<file path="src/rtl/clock_pkg.sv">
// Shared packed-BCD time type, field slices, alarm FSM states and BCD helpers.
package clock_pkg;

    typedef logic [19:0] hms_t;

    localparam int unsigned HtMsb = 19;
    localparam int unsigned HtLsb = 18;
    localparam int unsigned HuMsb = 17;
    localparam int unsigned HuLsb = 14;
    localparam int unsigned MtMsb = 13;
    localparam int unsigned MtLsb = 11;
    localparam int unsigned MuMsb = 10;
    localparam int unsigned MuLsb = 7;
    localparam int unsigned StMsb = 6;
    localparam int unsigned StLsb = 4;
    localparam int unsigned SuMsb = 3;
    localparam int unsigned SuLsb = 0;

    typedef enum logic [1:0] {
        StIdle,
        StRing,
        StSnooze
    } alarm_state_e;

    function automatic int bcd_hours(hms_t t);
        return 10 * int'(t[HtMsb:HtLsb]) + int'(t[HuMsb:HuLsb]);
    endfunction

    // 12 AM maps to 00, 12 PM stays 12, other PM hours gain 12.
    function automatic hms_t to_24h(hms_t t, logic pm);
        int   h;
        hms_t r;
        h = bcd_hours(t);
        if (h == 12) begin
            h = pm ? 12 : 0;
        end else if (pm) begin
            h = h + 12;
        end
        r = t;
        r[HtMsb:HtLsb] = 2'(h / 10);
        r[HuMsb:HuLsb] = 4'(h % 10);
        return r;
    endfunction

    function automatic logic bcd_time_valid(hms_t t, logic mode12h);
        logic ok;
        int   h;
        h  = bcd_hours(t);
        ok = (t[HuMsb:HuLsb] <= 4'd9) && (t[MuMsb:MuLsb] <= 4'd9) &&
             (t[SuMsb:SuLsb] <= 4'd9) && (t[MtMsb:MtLsb] <= 3'd5) &&
             (t[StMsb:StLsb] <= 3'd5);
        if (mode12h) begin
            ok = ok && (h >= 1) && (h <= 12);
        end else begin
            ok = ok && (h <= 23);
        end
        return ok;
    endfunction

endpackage

</file>
<file path="src/rtl/alarm_slot_bank.sv">
// Alarm slot storage: validated, 24h-normalised writes plus the per-slot match vector.
module alarm_slot_bank
    import clock_pkg::*;
#(
    parameter int unsigned NUM_ALARMS = 4
) (
    input  logic                  clk,
    input  logic                  rst,
    input  logic                  wr_en,
    input  logic [1:0]            wr_id,
    input  hms_t                  wr_time,
    input  logic                  wr_pm,
    input  logic                  wr_arm,
    input  logic                  mode12h,
    input  logic                  match_en,
    input  hms_t                  cur_time,
    output logic [NUM_ALARMS-1:0] match,
    output logic [NUM_ALARMS-1:0] armed
);

    hms_t                  slot_q [NUM_ALARMS];
    logic [NUM_ALARMS-1:0] arm_q;
    logic                  wr_ok;
    hms_t                  wr_val;

    always_comb begin
        wr_ok  = wr_en && bcd_time_valid(wr_time, mode12h);
        wr_val = mode12h ? to_24h(wr_time, wr_pm) : wr_time;
    end

    // Ids beyond NUM_ALARMS never decode, so such writes fall away.
    always_ff @(posedge clk or negedge rst) begin
        if (!rst) begin
            for (int i = 0; i < NUM_ALARMS; i++) begin
                slot_q[i] <= '0;
            end
            arm_q <= '0;
        end else if (wr_ok) begin
            for (int i = 0; i < NUM_ALARMS; i++) begin
                if (wr_id == 2'(i)) begin
                    slot_q[i] <= wr_val;
                    arm_q[i]  <= wr_arm;
                end
            end
        end
    end

    always_comb begin
        match = '0;
        for (int i = 0; i < NUM_ALARMS; i++) begin
            match[i] = match_en && arm_q[i] && (slot_q[i] == cur_time);
        end
    end

    assign armed = arm_q;

endmodule

</file>
<file path="src/rtl/alarm_controller.sv">
// Alarm scheduler: slot bank, pending latch, fixed-priority pick and ring/snooze FSM.
// Define ALARM_BEEP_EN for a 1 s on / 1 s off buzzer while ringing.
module alarm_controller
    import clock_pkg::*;
#(
    parameter int unsigned NUM_ALARMS  = 4,
    parameter int unsigned RING_SECS   = 60,
    parameter int unsigned SNOOZE_SECS = 300
) (
    input  logic                  clk,
    input  logic                  rst,
    input  logic                  tick_1hz,
    input  logic [19:0]           cur_time,
    input  logic                  set_time,
    input  logic                  set_alarm,
    input  logic [1:0]            alarm_id,
    input  logic [19:0]           stime_alarm,
    input  logic                  sam_pm,
    input  logic                  alarm_arm,
    input  logic                  mode12h,
    input  logic                  button1,
    input  logic                  button2,
    output logic                  ringing,
    output logic                  snoozing,
    output logic [1:0]            active_id,
    output logic                  buzzer,
    output logic [NUM_ALARMS-1:0] slot_armed
);

    localparam int unsigned CntW = $clog2(SNOOZE_SECS);

    logic                  set_alarm_q, button1_q, button2_q;
    logic                  wr_edge, snooze_edge, dismiss_edge;
    logic [NUM_ALARMS-1:0] match, pending_q, pending_d, grant;
    logic [1:0]            grant_id;
    alarm_state_e          state_q;
    logic [CntW-1:0]       cnt_q;
    logic                  cnt_sat, ring_done, snooze_done;

    always_ff @(posedge clk or negedge rst) begin
        if (!rst) begin
            set_alarm_q <= 1'b0;
            button1_q   <= 1'b0;
            button2_q   <= 1'b0;
        end else begin
            set_alarm_q <= set_alarm;
            button1_q   <= button1;
            button2_q   <= button2;
        end
    end

    assign wr_edge      = set_alarm & ~set_alarm_q;
    assign snooze_edge  = button1 & ~button1_q;
    assign dismiss_edge = button2 & ~button2_q;

    alarm_slot_bank #(
        .NUM_ALARMS(NUM_ALARMS)
    ) u_bank (
        .clk     (clk),
        .rst     (rst),
        .wr_en   (wr_edge),
        .wr_id   (alarm_id),
        .wr_time (stime_alarm),
        .wr_pm   (sam_pm),
        .wr_arm  (alarm_arm),
        .mode12h (mode12h),
        .match_en(tick_1hz & ~set_time),
        .cur_time(cur_time),
        .match   (match),
        .armed   (slot_armed)
    );

    // Lowest pending index wins.
    always_comb begin
        grant    = '0;
        grant_id = '0;
        for (int i = NUM_ALARMS - 1; i >= 0; i--) begin
            if (pending_q[i]) begin
                grant    = '0;
                grant[i] = 1'b1;
                grant_id = 2'(i);
            end
        end
    end

    // The grant is consumed only when IDLE launches a ring; fresh matches always land.
    always_comb begin
        pending_d = pending_q | match;
        if (state_q == StIdle) begin
            pending_d = (pending_q & ~grant) | match;
        end
    end

    always_ff @(posedge clk or negedge rst) begin
        if (!rst) begin
            pending_q <= '0;
        end else begin
            pending_q <= pending_d;
        end
    end

    assign cnt_sat     = &cnt_q;
    assign ring_done   = tick_1hz && (cnt_q == CntW'(RING_SECS - 1));
    assign snooze_done = tick_1hz && (cnt_q == CntW'(SNOOZE_SECS - 1));

    always_ff @(posedge clk or negedge rst) begin
        if (!rst) begin
            state_q   <= StIdle;
            cnt_q     <= '0;
            active_id <= '0;
            ringing   <= 1'b0;
            snoozing  <= 1'b0;
        end else begin
            unique case (state_q)
                StIdle: begin
                    if (|pending_q) begin
                        state_q   <= StRing;
                        active_id <= grant_id;
                        cnt_q     <= '0;
                        ringing   <= 1'b1;
                    end
                end
                StRing: begin
                    if (dismiss_edge || ring_done) begin
                        state_q   <= StIdle;
                        active_id <= '0;
                        ringing   <= 1'b0;
                    end else if (snooze_edge) begin
                        state_q  <= StSnooze;
                        cnt_q    <= '0;
                        ringing  <= 1'b0;
                        snoozing <= 1'b1;
                    end else if (tick_1hz && !cnt_sat) begin
                        cnt_q <= cnt_q + CntW'(1);
                    end
                end
                StSnooze: begin
                    if (dismiss_edge) begin
                        state_q   <= StIdle;
                        active_id <= '0;
                        snoozing  <= 1'b0;
                    end else if (snooze_done) begin
                        state_q  <= StRing;
                        cnt_q    <= '0;
                        snoozing <= 1'b0;
                        ringing  <= 1'b1;
                    end else if (tick_1hz && !cnt_sat) begin
                        cnt_q <= cnt_q + CntW'(1);
                    end
                end
                default: begin
                    state_q   <= StIdle;
                    active_id <= '0;
                    ringing   <= 1'b0;
                    snoozing  <= 1'b0;
                end
            endcase
        end
    end

`ifdef ALARM_BEEP_EN
    logic beep_q;

    // Phase sits high outside RING so every ring starts audible, then flips per tick.
    always_ff @(posedge clk or negedge rst) begin
        if (!rst) begin
            beep_q <= 1'b0;
        end else if (!ringing) begin
            beep_q <= 1'b1;
        end else if (tick_1hz) begin
            beep_q <= ~beep_q;
        end
    end

    assign buzzer = ringing & beep_q;
`else
    assign buzzer = ringing;
`endif

endmodule

</file>
<file path="config.mk">
export PLATFORM = sky130hd
export DESIGN_NAME = alarm_controller
export DESIGN_NICKNAME = d
export VERILOG_FILES = /design/src/rtl/clock_pkg.sv /design/src/rtl/alarm_slot_bank.sv /design/src/rtl/alarm_controller.sv
export SDC_FILE = /design/constraint.sdc
export NUM_CORES = 1
export LEC_CHECK = 0
export BUFFER_PORTS_ARGS = -buffer_cell sky130_fd_sc_hd__buf_2
export CORE_ASPECT_RATIO = 0.8
export CORE_MARGIN = 2
export CORE_UTILIZATION = 40
export DETAILED_ROUTE_END_ITERATION = 10
export PLACE_DENSITY = 0.59
export SLEW_MARGIN = 15
export SYNTH_ARGS = -nofsm -noshare
export SYNTH_HDL_FRONTEND = slang
export SYNTH_SLANG_ARGS = --single-unit
</file>
<file path="constraint.sdc">
create_clock -name clk -period 2.6 [get_ports clk]
set_input_delay 0 -clock clk [delete_from_list [all_inputs] [get_ports clk]]
set_output_delay 0 -clock clk [all_outputs]
set_load 0.01 [all_outputs]
</file>
==> results.json <==
{
  "slowest_delay_ns": 0.46,
  "critPathCaptureType": "register",
  "cp_top_family": "compound AO/OA/AOI/OAI gates",
  "grt_pass1_wl_um": 28000,
  "fin_nets": 817,
  "synthCells": 579,
  "synth-seq-cells": 106,
  "clock_sinks": 106,
  "cts_inserted_buffers": 9,
  "fp-row-count": 41,
  "cts_buffer_depth": 2,
  "netlist.area_leader.share_pct": 41.8,
  "clock-skew-final_ns": 0.00754,
  "grt_pass1_vias": 5265,
  "yosys_most_used_dff": "dfrtp_1",
  "core_area_um2": 15600,
  "place_congestion": 0.881,
  "required_ns": 2.83,
  "ir_worst_vdd_mv": 0.336,
  "startpoint_type": "primary input",
  "vias_per_cell": 5.26,
  "post-route-min-period_ns": 4.77,
  "syn_nets": 651,
  "holdWs_ns": 0.0446,
  "wl_per_cell_um": 17.7,
  "cp_max_fo": 4,
  "setup_viol": 20,
  "numPlacedInstances": 919,
  "hold_path.class": "in2async",
  "die_y_um": 117,
  "routed_wl_um": 17100,
  "antenna_found_initial": 0,
  "p_leak_nw": 4.05,
  "layout-drive-gt1-share_pct": 41.6,
  "final_common_cell": "dfrtp_1",
  "worst_slack_ns": -2.17,
  "crit_type": "in2reg",
  "chipWidth_um": 145,
  "synthDistinctLibCells": 74,
  "drt_iter0_markers": 240,
  "maxSlewHeadroom_pct": 41.8,
  "cap_violations": 0,
  "final_cell_mix": "dfrtp_1, buf_4, xor2_1",
  "pwr_density_cell_nw_per_um2": 677,
  "critical_path_buf_inv_count": 6,
  "vias": 5073,
  "synth_area_um2": 6350,
  "synth_edf_count": 0,
  "avgSynthCellArea_um2": 11.0,
  "outcome": "complete, but fails checks",
  "die_area_um2": 16900,
  "violations": "negative setup slack",
  "crit_slowest_cell": "a2111oi_4",
  "worst_pin_slew_ns": 0.865,
  "grt_start_max_net_pins": 94,
  "area_growth_pct": 33.4,
  "dp_hpwl_um": 12700,
  "stdcell_count": 965,
  "ys_seq_area_share_pct": 41.8,
  "ioPinCount": 61,
  "yosysWarnings": 0,
  "initial_core_util_pct": 40.6,
  "path_clk_slew_ns": 0.07,
  "layout_worst_path_cycle_share_pct": 184,
  "antenna_left": 0,
  "clk_latency_ns": 0.34,
  "netlist_top_cells_area": "dfrtp_1, mux2_2, xor2_1",
  "rsz0062_at_grt": "true",
  "async_flop_share_pct": 100,
  "yosys.area.top_type": "dfrtp_1",
  "slew_violations": 0,
  "htree_levels": 3,
  "cts_tree": "built",
  "drt-pass1-iter-count": 4,
  "grtUsageTotal_pct": 21.7,
  "grt.overflow.total": 0,
  "finalHoldViolCount": 0,
  "antenna_cells": 0,
  "cts-root-buf": "clkbuf_16",
  "drcViolationCount": 0,
  "max_freq_mhz": 210,
  "critPathArrivalTime_ns": 5.00,
  "portBuffers": 60,
  "place_ws_ns": -2.63
}
through the flow:
stage          total power [mW]  setup TNS [ns]  utilization (%)  instance area [um^2]
6_report                   5.73          -40.36             54.1                  8470
3_3_place_gp               3.99          -56.64             49.2                  7700
2_1_floorplan              3.29          -45.03                -                  6560
5_1_grt                    6.07          -43.57             54.1                  8470
3_5_place_dp               4.06          -63.02             49.2                  7700
4_1_cts                    5.66          -40.67             53.7                  8410
layout make-up:
type                       count  area, um^2
fill                        1334        7180
sequential                   106        2650
inverter                      19        76.3
tap                          215         269
multi-input combinational    439        3920
timing repair buffer         170        1250
clock inverter                 6        65.1
clock buffer                  10         229
worst reg2reg max path, delay by kind of cell (launching register included):
kind | cells | cell delay [ns]
DFF | 1 | 0.42
AOI/OAI and AO/OA | 3 | 0.55
and+or+nand+nor | 3 | 0.87
adders and majority gates | 1 | 0.29
buffers and inverters | 2 | 0.25
per-layer routing:
| metal | routed length, um | part of all wire [%] | GRT usage, % | up-vias |
|---|---|---|---|---|
| li1 | - | - | - | 2434 |
| met1 | 8490 | 50 | 31.0 | 2552 |
| met2 | 7920 | 46 | 35.1 | 76 |
| met3 | 543 | 3.2 | 3.94 | 11 |
| met4 | 146 | 0.85 | 3.43 | 0 |
| met5 | 0 | 0 | 0 | - |
synthesized netlist by cell type, drive strengths merged (5+ instances only):
master / count
nand4: 12
o21ai: 28
nor2b: 6
clkbuf: 11
nor4: 17
xnor2: 10
xor2: 81
mux2: 78
mux2i: 12
a211oi: 6
nor3: 16
nand3: 8
nand2b: 7
ha: 19
nand2: 25
or3: 5
inv: 19
dfrtp: 106
nor2: 31
a21oi: 19
logic make-up after synthesis:
logic type / after synthesis / synth area share [%]
mux: 90 / 15.8
simple gates: 141 / 12.4
xor+xnor: 91 / 12.7
flops: 106 / 41.8
fa+ha+maj: 20 / 4.06
compound gates: 97 / 11.2
buf+inv: 34 / 2.13
sequential cells by signal, summed over array words and instances, names as in the netlist:
register,flops
state_q,2
pending_q,4
u_bank.slot_q,80
active_id,2
button1_q,1
u_bank.armed,4
buzzer,1
cnt_q,9
button2_q,1
snoozing,1
set_alarm_q,1
final timing paths:
path | startpoint | endpoint | slack [ns] | cells after the start
min in group clk | set_time | pending_q[1] | 0.05 | 4
setup / recovery | stime_alarm[15] | u_bank.slot_q[58] | -2.17 | 26
setup reg to reg | state_q[0] | cnt_q[3] | 0.18 | 9
max in group asynchronous | rst | u_bank.slot_q[61] | 1.81 | 3
hold / removal | rst | cnt_q[0] | 0.04 | 2
hold reg to reg | snoozing | snoozing | 0.52 | 1
power breakdown:
part	internal [mW]	leakage (nW)	switching, mW	total (mW)
sequential	1.87	1.44	0.155	2.03
combinational	1.16	2.47	1.18	2.34
clock	0.751	0.143	0.615	1.37
total	3.78	4.05	1.95	5.73
what timing repair did:
item | CTS | global route
endpoints found under the setup margin | 20 | 43
endpoints found under the hold margin | 169 | 0
hold buffers | 19 | 0
resized for setup | 24 | 17
pin swaps | 15 | 8
setup buffers | 11 | 1
Note: power is estimated with default switching activity, not from simulation.
